$ cat src/rtl/cache_arb_pkg.sv
// Shared constants for the cache-side request arbiter: default sizing and
// the width of one queued {id, data} entry.
package cache_arb_pkg;

    localparam int NUM_REQ_DEF = 4;
    localparam int DATA_W_DEF  = 32;
    localparam int DEPTH_DEF   = 8;
    localparam int ID_W_DEF    = $clog2(NUM_REQ_DEF);
    localparam int ENTRY_W_DEF = ID_W_DEF + DATA_W_DEF;

    function automatic int entry_width(input int id_w, input int data_w);
        return id_w + data_w;
    endfunction

endpackage

$ cat src/rtl/rr_arbiter.sv
// Round-robin arbiter: grants the first valid requester after the previous
// winner, and remembers the winner only on an enabled, granted cycle.
module rr_arbiter #(
    parameter int NUM_REQ = 4,
    parameter int ID_W    = 2
) (
    input  logic               clk,
    input  logic               reset,
    input  logic [NUM_REQ-1:0] req,
    input  logic               en,
    output logic [NUM_REQ-1:0] gnt,
    output logic [ID_W-1:0]    gnt_idx
);

    logic [ID_W-1:0] last_q, last_d;
    logic [ID_W-1:0] cand;
    logic            found;

    // NOTE: every variable gets a default at the top so no path leaves it
    // unassigned (no latch); blocking '=' is used because later lines read
    // the values computed earlier in the same pass.
    always_comb begin
        gnt     = '0;
        gnt_idx = '0;
        cand    = '0;
        found   = 1'b0;
        // Offset NUM_REQ truncates to zero, so the previous winner is searched last.
        for (int i = 1; i <= NUM_REQ; i++) begin
            cand = last_q + ID_W'(i);
            if (!found && en && req[cand]) begin
                found        = 1'b1;
                gnt[cand]    = 1'b1;
                gnt_idx      = cand;
            end
        end
        last_d = found ? gnt_idx : last_q;
    end

    // NOTE: state registers use non-blocking '<=' so every flop samples the
    // pre-edge values, independent of process ordering.
    always_ff @(posedge clk) begin
        if (reset) begin
            last_q <= ID_W'(NUM_REQ - 1);
        end else begin
            last_q <= last_d;
        end
    end

endmodule

$ cat src/rtl/req_queue_arbiter.sv
// Shares one circular request queue between NUM_REQ cache ports and drains
// it in order to the memory-side valid/ready port.
module req_queue_arbiter
    import cache_arb_pkg::*;
#(
    parameter int NUM_REQ = NUM_REQ_DEF,
    parameter int ID_W    = $clog2(NUM_REQ_DEF),
    parameter int DATA_W  = DATA_W_DEF,
    parameter int DEPTH   = DEPTH_DEF,
    parameter int PNTR_W  = $clog2(DEPTH_DEF),
    parameter int CNT_W   = $clog2(DEPTH_DEF) + 1
) (
    input  logic                      clk,
    input  logic                      reset,
    input  logic                      flush,
    input  logic [NUM_REQ-1:0]        req_valid,
    input  logic [NUM_REQ*DATA_W-1:0] req_data,
    output logic [NUM_REQ-1:0]        req_ready,
    output logic                      mem_valid,
    output logic [ID_W-1:0]           mem_id,
    output logic [DATA_W-1:0]         mem_data,
    input  logic                      mem_ready,
    output logic [CNT_W-1:0]          occupancy,
    output logic                      full,
    output logic                      empty
);

    localparam int ENTRY_W = entry_width(ID_W, DATA_W);

    logic [PNTR_W-1:0]  head_q, head_d;
    logic [PNTR_W-1:0]  tail_q, tail_d;
    logic [CNT_W-1:0]   count_q, count_d;
    logic [ENTRY_W-1:0] storage_q [DEPTH];

    logic              pop;
    logic              push;
    logic              grant_en;
    logic [ID_W-1:0]   gnt_idx;
    logic [DATA_W-1:0] wr_data;

    assign occupancy = count_q;
    assign full      = (count_q == CNT_W'(DEPTH));
    assign empty     = (count_q == '0);
    assign mem_valid = !empty;
    assign pop       = mem_valid && mem_ready;

    // A full queue may still accept when the head leaves in the same cycle.
    assign grant_en  = !reset && !flush && (!full || pop);

    rr_arbiter #(
        .NUM_REQ (NUM_REQ),
        .ID_W    (ID_W)
    ) u_rr_arbiter (
        .clk     (clk),
        .reset   (reset),
        .req     (req_valid),
        .en      (grant_en),
        .gnt     (req_ready),
        .gnt_idx (gnt_idx)
    );

    assign push = |req_ready;

    always_comb begin
        wr_data = '0;
        for (int i = 0; i < NUM_REQ; i++) begin
            if (req_ready[i]) begin
                wr_data = req_data[i*DATA_W +: DATA_W];
            end
        end
    end

    always_comb begin
        head_d  = head_q;
        tail_d  = tail_q;
        count_d = count_q;
        if (flush) begin
            head_d  = '0;
            tail_d  = '0;
            count_d = '0;
        end else begin
            if (push) tail_d = tail_q + PNTR_W'(1);
            if (pop)  head_d = head_q + PNTR_W'(1);
            case ({push, pop})
                2'b10:   count_d = count_q + CNT_W'(1);
                2'b01:   count_d = count_q - CNT_W'(1);
                default: count_d = count_q;
            endcase
        end
    end

    always_ff @(posedge clk) begin
        if (reset) begin
            head_q  <= '0;
            tail_q  <= '0;
            count_q <= '0;
        end else begin
            head_q  <= head_d;
            tail_q  <= tail_d;
            count_q <= count_d;
        end
    end

    // NOTE: the storage array has no reset; occupancy alone decides which
    // entries are meaningful, so resetting it would only cost flops.
    always_ff @(posedge clk) begin
        if (push) begin
            storage_q[tail_q] <= {gnt_idx, wr_data};
        end
    end

    assign {mem_id, mem_data} = storage_q[head_q];

endmodule

$ cat config.mk
export PLATFORM = sky130hd
export DESIGN_NAME = req_queue_arbiter
export DESIGN_NICKNAME = d
export VERILOG_FILES = /design/src/rtl/cache_arb_pkg.sv /design/src/rtl/rr_arbiter.sv /design/src/rtl/req_queue_arbiter.sv
export SDC_FILE = /design/constraint.sdc
export NUM_CORES = 1
export LEC_CHECK = 0
export BUFFER_PORTS_ARGS = -buffer_cell sky130_fd_sc_hd__buf_4
export CAP_MARGIN = 10
export CORE_MARGIN = 10
export CORE_UTILIZATION = 55
export DETAILED_ROUTE_END_ITERATION = 10
export PLACE_DENSITY = 0.81
export SYNTH_ARGS = -nofsm -noshare
export SYNTH_HDL_FRONTEND = slang
export SYNTH_SLANG_ARGS = --single-unit
$ cat constraint.sdc
create_clock -name clk -period 10.5 [get_ports clk]
set_clock_uncertainty 0.15 [all_clocks]
set_input_delay 0 -clock clk [delete_from_list [all_inputs] [get_ports clk]]
set_output_delay 0 -clock clk [all_outputs]
set_load 0.01 [all_outputs]
==> results by group, run 1 <==
Clock tree
  – CTS tree: done
  – CTS Root Cell: clkbuf_16
  – Setup Buffers After CTS: 0
  – H-Tree Depth: 1
  – CTS Buf Count: 27
  – Clk pin slew, worst setup/hold paths: 60 ps
  – Clock latency on the worst-skew pair: around 520 ps
  – Clock Path Buffers: 3
  – Clk sinks: 287

Finish
  – Area delta synth->final: 25.7%
  – ANT cells: 0
  – Nets: 1,069
  – Post-route design area: 15,400 um^2
  – Core Util, Final: 70.5%
  – Share of layout cells above drive strength 1: 38.1%

Logic synthesis
  – Top post-synthesis cells by area: edfxtp_1, mux4_2, mux2_2
  – Syn Inst Count: roughly 700
  – Ys flop type: edfxtp_1
  – Synth Register Bits: 287
  – Warnings, synthesis: 0
  – Post-synth EDFFs: 272
  – Syn nets: 829
  – Asr flop ratio synth: 0%
  – Yosys top cell area share: 66.6%
  – Syn avg cell area: approximately 18 um^2
  – Yosys cell types: between 40 and 50
  – Syn Std Cell Area: 12,300 um^2
  – Yosys top cell by area: edfxtp_1
  – Post-synthesis sequential area ratio: between 60% and 70%

Routing
  – Antenna viol nets, final: 0
  – Vias/cell: 6.28
  – Post-Route WL: ~32,000 um
  – Via count: 7,657
  – Avg WL per Cell: 26.3 um
  – DRC viols: 0
  – Detailed Routing Iterations Pass 1: 5
  – Initial DRC count: between 700 and 800

Min path
  – Hold Path Class: in2reg
  – Worst hold start: req_data[70]

Pwr
  – P_sw: 0.613 mW
  – Static Leak: 5.35 nW
  – Sequential power share: between 50% and 60%
  – Worst VDD drop: between 0.0001 and 0.00015 V
  – Gate power share: 14.5%
  – Internal power: 2.06 mW
  – Clock power share: about a third
  – Final Power: 2.67 mW
  – PD cells: 173 nW/um^2
  – Switch share: roughly 23%

Timing
  – Unrepaired setup endpoints after global routing: no
  – Max Clk Rate: around 170 MHz
  – Worst Max-Slew Pin Slew: 1170 ps
  – Headroom to the max-slew limit: 22.0%
  – WHS: between 30 and 40 ps
  – Tcrit/Tclk final: 54.6%
  – Endpoints failing hold: 0
  – Setup TNS: 0 ps
  – Min Tclk post-route: 5730 ps
  – Final Max Tran Viols: 0
  – Final-report setup violation count: 0

Floorplan
  – Initial Util: between 50% and 60%
  – Core ar.: 21,900 um^2
  – Die X: 169 um
  – Die ar.: 28,700 um^2
  – Io pins: 181
  – Die Span Y: 169 um
  – # rows: 54

Setup path
  – CP Cell Sequence: inv_1 > ha_1 > mux4_2 > nand2_1 > a21oi_1 > a221o_2 > nor2b_2 > buf_4 > a221oi_1 > o31ai_1 > dlygate4sd3_1
  – WP data arrival: 5910 ps
  – Crit-path max cell delay: 790 ps
  – Worst setup path startpoint: u_rr_arbiter.last_q[0]$_SDFFE_PP1P_
  – Crit Reg-Reg Startpoint: u_rr_arbiter.last_q[0]$_SDFFE_PP1P_
  – Worst path slowest cell: dlygate4sd3_1
  – Critical path class: reg2reg
  – CP Launch Type: flop
  – CP required: 10,680 ps
  – CP endpoint kind: flop
  – Worst Path Max Fanout: 35

Placed design
  – Port Buffers: 180
  – Final HPWL DP: approximately 18,000 um
  – RePlAce Congestion: 0.777
  – Area after DPL: 13,900 um^2

GRT
  – GRT Overall Usage: 21.9%
  – GRT Residual Overflow: 0
  – Global-route wire length before repair: approximately 49,000 um
  – Vias in the first global route: roughly 8,000
  – Largest net degree at the start of global routing: 69
  – Initial antenna violation count: 0

Job
  – Max Cap Viol: 0

Status
  – Status: finished clean
==> path summary, 6_finish.rpt <==
path,slack [ps],endpoint,depth (start not counted)
worst max-delay path,4770,storage_q[0][4]$_DFFE_PP_,11
worst min register to register,390,flop,2
worst max register to register,4770,storage_q[0][4]$_DFFE_PP_,11
worst min-delay path,30,storage_q[2][6]$_DFFE_PP_,3
==> what timing repair did <==
| action | 4_1_cts | 5_1_grt |
|---|---|---|
| endpoints found under the setup margin | 0 | 0 |
| hold buffers | 68 | 0 |
| hold endpoints to repair | 271 | 0 |
| gates resized for setup | 0 | 0 |
==> layout by cell type, fill, tap and decap left out, types with 27 or more instances in the layout <==
| cell type | count |
|---|---|
| buf_4 | 191 |
| edfxtp_1 | 272 |
| nor2_1 | 45 |
| nand2_1 | 41 |
| clkbuf_16 | 27 |
| dlygate4sd3_1 | 68 |
| mux2_2 | 35 |
| a221oi_1 | 32 |
| mux4_2 | 72 |
| o31ai_1 | 33 |
==> state kept, by name (all words and copies together) (netlist names), named ones only <==
signal / count
storage_q: 272
occupancy: 4
head_q: 3
tail_q: 3
u_rr_arbiter.last_q: 2
==> synth_stat cells (all sizes together), types with 2 or more instances <==
master    n
nand2b    3
nor3      5
mux4     72
nor4b     3
inv       7
nor4      2
xnor2     2
or3       3
or2       2
mux2i     3
o21ai     6
xor2      5
a221o     3
a21oi    10
nand3b    6
edfxtp  272
nor2     48
dfxtp    15
a21o      2
mux2     35
buf      17
nor2b     3
ha       13
nand2    42
a221oi   33
clkbuf   31
o31ai    33
==> cell families (layout without fill, tap and decap cells) <==
kind of cell / count (synthesis) / count (layout) / synth area share, %
buffers and inverters: 55 / 315 / 2.01
adders and majority gates: 13 / 13 / 1.33
AOI/OAI and AO/OA: 90 / 90 / 5.78
and+or+nand+nor: 118 / 118 / 4.70
xor gates and xnor gates: 7 / 7 / 0.500
muxes: 110 / 110 / 16.7
DFF: 287 / 287 / 69.0
==> power groups by stage <==
| stage | Combinational [mW] | Sequential, mW | Clock [mW] |
|---|---|---|---|
| floorplan | 0.200 | 1.36 | 0 |
| global placement | 0.332 | 1.37 | 0 |
| detailed placement | 0.340 | 1.37 | 0 |
| CTS | 0.385 | 1.34 | 0.942 |
| global route | 0.419 | 1.35 | 0.991 |
| finish | 0.388 | 1.34 | 0.940 |
==> layer usage <==
metal	track usage, %	vias up	part of all wire [%]
met5	0	-	0
met4	6.57	0	3.1
met3	4.12	80	8.7
met2	37.0	486	51
met1	28.5	3828	37
li1	-	3263	-
==> stage by stage <==
stage	instances	worst slack (ps)
6_report	1220	4770
5_1_grt	1220	4460
4_1_cts	1220	4930
3_5_place_dp	1103	5050
3_3_place_gp	1103	5240
2_1_floorplan	680	4230
==> area by class of cell <==
cell class,instances,area (um^2)
flip-flops and latches,287,8470
fillers,1326,6470
multi-input cells,338,3610
repair buffers,259,2110
clock buffers,32,694
well taps,280,350
clock inverters,17,155
inverters,7,26.3
==> critical path: cells and delay by family (launching register included) <==
family | cells | cell delay, ps
AO/OA/AOI/OAI | 4 | 1620
adder cells (fa/ha/maj) | 1 | 390
buffers and inverters | 3 | 1400
flip-flops | 1 | 660
multiplexers | 1 | 480
AND/OR/NAND/NOR | 2 | 820
Note: power is estimated with default switching activity, not from simulation.
==> run 2, diff against run 1 <==
- clock period: 10.5 -> 5.7 ns (I/O delays scaled with it)
==> results by group, run 2 (synthesized netlist as in run 1, its figures left out) <==
Status
  – Status: finished clean

Pwr
  – Clock power share: 34.7%
  – Internal power: 3.76 mW
  – PD cells: 315 nW/um^2
  – Static Leak: 5.41 nW
  – Gate power share: 14.7%
  – Switch share: 23.2%
  – P_sw: roughly 1.1 mW
  – Final Power: 4.89 mW
  – Sequential power share: 50.7%
  – Worst VDD drop: 0.000190 V

Routing
  – Vias/cell: 6.22
  – Detailed Routing Iterations Pass 1: 5
  – Post-Route WL: 31,700 um
  – DRC viols: 0
  – Avg WL per Cell: 25.7 um
  – Antenna viol nets, final: 0
  – Via count: 7,660
  – Initial DRC count: 771

Timing
  – Setup TNS: 0 ps
  – Final-report setup violation count: 0
  – Tcrit/Tclk final: 88.9%
  – Min Tclk post-route: 5070 ps
  – Worst Max-Slew Pin Slew: 1160 ps
  – Max Clk Rate: a little under 200 MHz
  – Endpoints failing hold: 0
  – Unrepaired setup endpoints after global routing: no
  – Final Max Tran Viols: 0
  – Headroom to the max-slew limit: 22.4%

Floorplan
  – Die Span Y: 169 um
  – # rows: 54
  – Core ar.: 21,900 um^2
  – Io pins: 181
  – Die X: 169 um
  – Initial Util: 56.1%
  – Die ar.: between 20,000 and 30,000 um^2

GRT
  – Initial antenna violation count: 0
  – GRT Residual Overflow: 0
  – GRT Overall Usage: 21.7%
  – Largest net degree at the start of global routing: 66
  – Vias in the first global route: just over 8,000
  – Global-route wire length before repair: around 48,000 um

Setup path
  – WP data arrival: between 5000 and 6000 ps
  – CP required: 5820 ps
  – CP endpoint kind: flop
  – Crit Reg-Reg Startpoint: u_rr_arbiter.last_q[0]$_SDFFE_PP1P_
  – Worst setup path startpoint: u_rr_arbiter.last_q[0]$_SDFFE_PP1P_
  – CP Launch Type: flop
  – Most frequent CP cell: buf_4
  – Crit path max-delay family: buffers and inverters
  – Critical path class: reg2reg
  – Crit-path max cell delay: 650 ps
  – Critical path buffers and inverters: 5
  – Worst Path Max Fanout: 34
  – Worst path slowest cell: dfxtp_1
  – CP Cell Sequence: inv_1 > ha_1 > mux4_2 > nor2b_1 > nor4b_4 > a221o_2 > buf_4 > nor2b_4 > buf_4 > a221oi_1 > o31ai_1 > dlygate4sd3_1 > buf_4

Finish
  – Commonest non-fill, non-tap cells in the layout: edfxtp_1, buf_4, mux4_2, dlygate4sd3_1, nor2_1
  – ANT cells: 0
  – Largest Register: storage_q
  – Post-Layout Cell Count: 1,231
  – Post-route design area: roughly 16,000 um^2
  – Nets: 1,081
  – Area delta synth->final: 26.4%
  – Share of layout cells above drive strength 1: 38.8%
  – Number of flip-flops in the largest register: 272
  – Most common cell after layout, fill and taps aside: edfxtp_1

Clock tree
  – Setup Buffers After CTS: 0
  – CTS Buf Count: 27
  – CTS tree: done
  – CTS Root Cell: clkbuf_16
  – Clk sinks: 287
  – Clock Path Buffers: 3
  – Hold_buf cts: 69
  – Clock latency on the worst-skew pair: 530 ps
  – H-Tree Depth: 1
  – Clk pin slew, worst setup/hold paths: roughly 60 ps
  – Resized Gates After CTS: 0

Min path
  – Hold Path Class: in2reg
  – Worst hold start: req_valid[2]

Placed design
  – Placed cells: 1,114
  – Final HPWL DP: between 15,000 and 20,000 um
  – RePlAce Congestion: 0.844
  – Port Buffers: 180
  – Area after DPL: 14,000 um^2

Job
  – Max Cap Viol: 0
## run 2: per-layer routing
metal	vias to the layer above	routed length [um]	track usage (%)
li1	3285	-	-
met1	3821	11900	28.4
met2	472	15800	35.3
met3	82	3000	4.45
met4	0	1030	8.26
met5	-	0	0
## run 2: area by class of cell
cell class,count,area (um^2)
Tap cell,280,350
Inverter,7,26.3
Sequential cell,287,8470
Clock inverter,18,143
Fill cell,1325,6380
Timing Repair Buffer,271,2210
Multi-Input combinational cell,338,3620
Clock buffer,30,687
## run 2: power groups by stage
stage          Sequential [mW]  Clock, mW  Combinational (mW)
2_1_floorplan             2.51          0               0.369
3_3_place_gp              2.52          0               0.615
3_5_place_dp              2.52          0               0.630
4_1_cts                   2.48       1.71               0.713
5_1_grt                   2.48       1.80               0.771
6_report                  2.48       1.70               0.718
## run 2: worst register-to-register path, stage by stage (launching register included)
cell and delay [ps]:
dfxtp_1 650, inv_1 200, ha_1 400, mux4_2 380
nor2b_1 190, nor4b_4 410, a221o_2 280, buf_4 440
nor2b_4 190, buf_4 290, a221oi_1 300, o31ai_1 140
dlygate4sd3_1 620, buf_4 170
## run 2: final timing paths
path,endpoint,slack (ps),cells past startpoint
worst max register to register,storage_q[4][1]$_DFFE_PP_,630,13
worst max-delay path,storage_q[4][1]$_DFFE_PP_,630,13
worst min-delay path,u_rr_arbiter.last_q[1]$_SDFFE_PP1P_,30,5
worst min register to register,flop,380,2
## run 2: metrics by stage
step / utilization [%] / hold WS, ps / worst slack, ps
finish: 70.9 / 32.7 / 633
CTS: 70.9 / 7.16 / 716
detailed placement: 63.9 / 59.1 / 961
global route: 70.9 / 89.0 / 376
floorplan: - / -55.6 / 196
global placement: 63.9 / 55.1 / 1160
